--- src/rtl/aes_op_sequencer.sv ---
// rtl/aes_op_sequencer.sv - AES SIMD lane sequencer: steps the shared S-box/MixColumns slice over the vector lanes
// Registered outputs are computed from next-state, so each output reflects the state it is asserted in.
module aes_op_sequencer #(
    parameter int LANES = 4,
    parameter int CNT_W = 16
) (
    input  logic                     clk,
    input  logic                     rst_n,
    input  logic                     start_i,
    input  logic [2:0]               op_i,
    input  logic                     flush_i,
    output logic                     lane_en_o,
    output logic [$clog2(LANES)-1:0] lane_sel_o,
    output logic                     bcast_o,
    output logic [2:0]               op_o,
    output logic                     busy_o,
    output logic                     done_o,
    output logic                     err_o,
    output logic [CNT_W-1:0]         busy_cycles_o
);

    localparam int LANE_W = $clog2(LANES);
    localparam logic [LANE_W-1:0] LAST_LANE = LANE_W'(LANES - 1);
    localparam logic [CNT_W-1:0]  CNT_MAX   = {CNT_W{1'b1}};

    typedef enum logic [1:0] {
        S_IDLE = 2'd0,
        S_RUN  = 2'd1,
        S_DONE = 2'd2
    } state_t;

    state_t              state_q, state_d;
    logic [2:0]          op_q, op_d;
    logic [LANE_W-1:0]   lane_sel_q, lane_sel_d;
    logic                lane_en_q, lane_en_d;
    logic                bcast_q, bcast_d;
    logic                done_q, done_d;
    logic                err_q, err_d;
    logic [CNT_W-1:0]    cnt_q, cnt_d;

    // SubBytes and MixColumns walk the lanes; everything else is a single broadcast cycle.
    function automatic logic op_serial(input logic [2:0] op);
        return (op == 3'b000) || (op == 3'b010);
    endfunction

    function automatic logic op_legal(input logic [2:0] op);
        return (op[2] == 1'b0);
    endfunction

    assign busy_o = ((state_q == S_IDLE) && start_i && !flush_i) || (state_q == S_RUN);

    always_comb begin
        state_d    = state_q;
        op_d       = op_q;
        lane_sel_d = '0;
        lane_en_d  = 1'b0;
        bcast_d    = 1'b0;
        done_d     = 1'b0;
        err_d      = err_q;
        cnt_d      = (busy_o && (cnt_q != CNT_MAX)) ? cnt_q + CNT_W'(1) : cnt_q;

        case (state_q)
            S_IDLE: begin
                if (start_i && !flush_i) begin
                    state_d   = S_RUN;
                    op_d      = op_i;
                    lane_en_d = op_legal(op_i);
                    bcast_d   = !op_serial(op_i);
                end
            end
            S_RUN: begin
                if (!op_legal(op_q)) begin
                    err_d = 1'b1;
                end
                if (flush_i) begin
                    state_d = S_IDLE;
                end else if (op_serial(op_q) && (lane_sel_q != LAST_LANE)) begin
                    lane_en_d  = 1'b1;
                    lane_sel_d = lane_sel_q + LANE_W'(1);
                end else begin
                    state_d = S_DONE;
                    done_d  = 1'b1;
                end
            end
            S_DONE: begin
                state_d = S_IDLE;
            end
            default: begin
                state_d = S_IDLE;
            end
        endcase
    end

    always_ff @(posedge clk or negedge rst_n) begin
        if (!rst_n) begin
            state_q    <= S_IDLE;
            op_q       <= 3'b000;
            lane_sel_q <= '0;
            lane_en_q  <= 1'b0;
            bcast_q    <= 1'b0;
            done_q     <= 1'b0;
            err_q      <= 1'b0;
            cnt_q      <= '0;
        end else begin
            state_q    <= state_d;
            op_q       <= op_d;
            lane_sel_q <= lane_sel_d;
            lane_en_q  <= lane_en_d;
            bcast_q    <= bcast_d;
            done_q     <= done_d;
            err_q      <= err_d;
            cnt_q      <= cnt_d;
        end
    end

    assign lane_en_o     = lane_en_q;
    assign lane_sel_o    = lane_sel_q;
    assign bcast_o       = bcast_q;
    assign op_o          = op_q;
    assign done_o        = done_q;
    assign err_o         = err_q;
    assign busy_cycles_o = cnt_q;

endmodule

--- config.mk ---
export PLATFORM = sky130hd
export DESIGN_NAME = aes_op_sequencer
export DESIGN_NICKNAME = d
export VERILOG_FILES = /design/src/rtl/aes_op_sequencer.sv
export SDC_FILE = /design/constraint.sdc
export NUM_CORES = 1
export LEC_CHECK = 0
export BUFFER_PORTS_ARGS = -buffer_cell sky130_fd_sc_hd__clkbuf_2
export CORE_MARGIN = 1
export CORE_UTILIZATION = 35
export CTS_CLUSTER_SIZE = 28
export DETAILED_ROUTE_END_ITERATION = 8
export SETUP_SLACK_MARGIN = 0.05
export SYNTH_ARGS = -nofsm -noshare
export SYNTH_HDL_FRONTEND = slang
export SYNTH_SLANG_ARGS = --single-unit
--- constraint.sdc ---
create_clock -name clk -period 3.73 [get_ports clk]
set_input_delay 0.5595 -clock clk [delete_from_list [all_inputs] [get_ports clk]]
set_output_delay 0.5595 -clock clk [all_outputs]
set_load 0.05 [all_outputs]
==> summary.txt <==
Max-cap violations - 0
Pleak - 0.772 nW
Final Cycle Share - 0.562
first-pass GRT wire length - 4690 µm
mapped cell area - 0.00130 mm²
detailed-route via count - 1006
num rows - 21
H-tree levels - 1
# Post-CTS Setup Buffers - 0
largest net degree at the start of global routing - 28
synth top area cells - dfrtp_1 52%, xor2_1 6.7%, nand2_1 4.3%, nand4_1 2.4%, nor2_1 2.0%
Syn Nets - 123
worst-margin pin slew - 0.656 ns
Reg2Reg Launch Point - busy_cycles_o[0]
via/cell ratio - 5.16
cell taking the most area after synthesis - dfrtp_1
top-area cell type share of the netlist area - 0.520
Layout Skew - 0.00297 ns
outcome - finished, final reports clean
top-count cell post-synth - dfrtp_1
crit path launch type - primary input
cell count after synthesis - 114
final cell count without fillers - 195
Ys Warns - 0
Final ANT Viol Nets - 0
register area share after synthesis - 0.520
Die Area - 0.00396 mm²
# hold bufs at CTS - 0
Critical Path RT - 3.17 ns
# diodes - 0
Main synth FF type - dfrtp_1
Final #Nets - 159
area delta synth->final - 20.2%
R2R Setup Slk - 1.83 ns
post_cts resized - 0
Overflow after GRT - 0
clock period minus worst slack - 2.10 ns
FFs w/ async S/R, synth - 1.00
share of cells above drive strength 1 - 0.336
Power Dens Cells - 590 mW/mm²
Pre-antenna DRT Iters - 4
Min-Delay Path Class - primary input to asynchronous set/reset pin
Die Wd - 62.9 µm
Buffers on Ports - 32
R2R Path End - busy_cycles_o[1]
Worst setup EP type - output port
total track usage - 0.149
DIE HEIGHT - 62.9 µm
fin. max-slew vios - 0
top cells by count, synth - 27 x dfrtp_1, 15 x nand2_1, 10 x xor2_1
core area - 0.00344 mm²
CP Data Arrival Time - 1.54 ns
DP Cell Count - 191
Worst Setup EP - busy_o
DRC violations left - 0
Root Driver - clkbuf_8
Top-Level Pins - 33
vias in the first global route - 959
unrepaired setup endpoints after global routing - false
CTS tree - built
Critical Path Start - flush_i
clock slew at reported path FFs - 0.09 ns
critical path peak fanout - 7
RePlAce Congestion - 0.770
Seq cells post-synth - 27
WL final - 2600 µm
# clock sinks - 27
initial antenna violation count - 0
Synth cell types - 37
Crit Path Class - primary input to output port
DP HPWL - 1980 µm
endpoints failing setup - 0
initial DRC count - 45
Post-synth EDFFs - 0
later-pin clock latency in the skew report - 0.27 ns
Clock Path Buffers - 2
Max VDD drop - 0.413 mV
Final Hold Viols - 0
Fin Setup TNS - 0 ns
Max-slew headroom - 0.563
Initial Util - 0.378
CTS Buf Count - 3
Post-Synthesis Mean Instance Area - 11.4 µm²
fmax - 477 MHz
Routed WL per cell - 13.3 µm
Reg2Reg Depth - 5
## cells in the final DEF (no fill, tap or decap), types with 3 or more instances in the layout
master	instances
clkbuf_2	32
clkbuf_8	3
dfrtp_1	27
inv_1	3
nand2_1	15
nand3_1	3
nand4_1	5
nor2_1	7
nor3_1	5
xnor2_1	3
xor2_1	10
## critical path, cell delays in order
cell,delay [ns]
clkbuf_2,0.10
and2b_2,0.27
o21a_1,0.28
clkbuf_2,0.33
## sequential cells by signal, summed over array words and instances (netlist names)
signal,count
state_q,2
bcast_o,1
lane_en_o,1
done_o,1
err_o,1
op_o,3
busy_cycles_o,16
lane_sel_o,2
## cells by family (layout without fill, tap and decap cells)
kind of cell	after synthesis	after routing	share of synthesized area
AO/OA/AOI/OAI	14	14	0.100
XOR/XNOR	13	13	0.0876
adder cells (fa/ha/maj)	2	2	0.0192
buffers and inverters	4	39	0.0115
flip-flops	27	27	0.520
multiplexers	1	1	0.00866
AND/OR/NAND/NOR	53	53	0.253
## how the worst min path moves through the flow
stage | start | endpoint | slack, ns | cells after the start
after floorplan | rst_n | bcast_o | 0.26 | 0
after global placement | lane_sel_o[0] | lane_sel_o[0] | 0.45 | 1
after detailed placement | err_o | err_o | 0.46 | 1
after CTS | rst_n | lane_sel_o[1] | 0.32 | 1
after global routing | rst_n | lane_sel_o[1] | 0.34 | 1
final | rst_n | lane_sel_o[1] | 0.30 | 1
## per-stage QoR
step	total power, mW	hold WS, ns	util	setup slack, ns	area (µm²)
after floorplan	0.671	0.264	-	1.66	1300
after global placement	0.757	0.447	0.440	1.67	1510
after detailed placement	0.766	0.458	0.440	1.65	1510
after CTS	0.938	0.316	0.454	1.64	1560
after global routing	0.985	0.337	0.454	1.58	1560
final	0.923	0.298	0.454	1.63	1560
## per-layer routing
layer | wire length, µm | up-vias | global-route usage
met5 | 0 | - | 0
met4 | 25 | 0 | 0.0349
met3 | 158 | 4 | 0.0383
met2 | 1250 | 29 | 0.231
met1 | 1160 | 491 | 0.206
li1 | - | 482 | -
## power breakdown
part           total, mW  internal [mW]  switching (mW)
sequential         0.418          0.341          0.0769
clock              0.165         0.0757          0.0895
combinational      0.340         0.0913           0.248
## area by class of cell
cell class              count  area (µm²)
repair buffers             32         160
clock inverters             1        7.51
fillers                   355        1880
clock buffers               3        41.3
well taps                  46        57.6
multi-input cells          83         609
flip-flops and latches     27         676
inverters                   3        11.3
No activity file was read; power rests on OpenSTA's default activity.
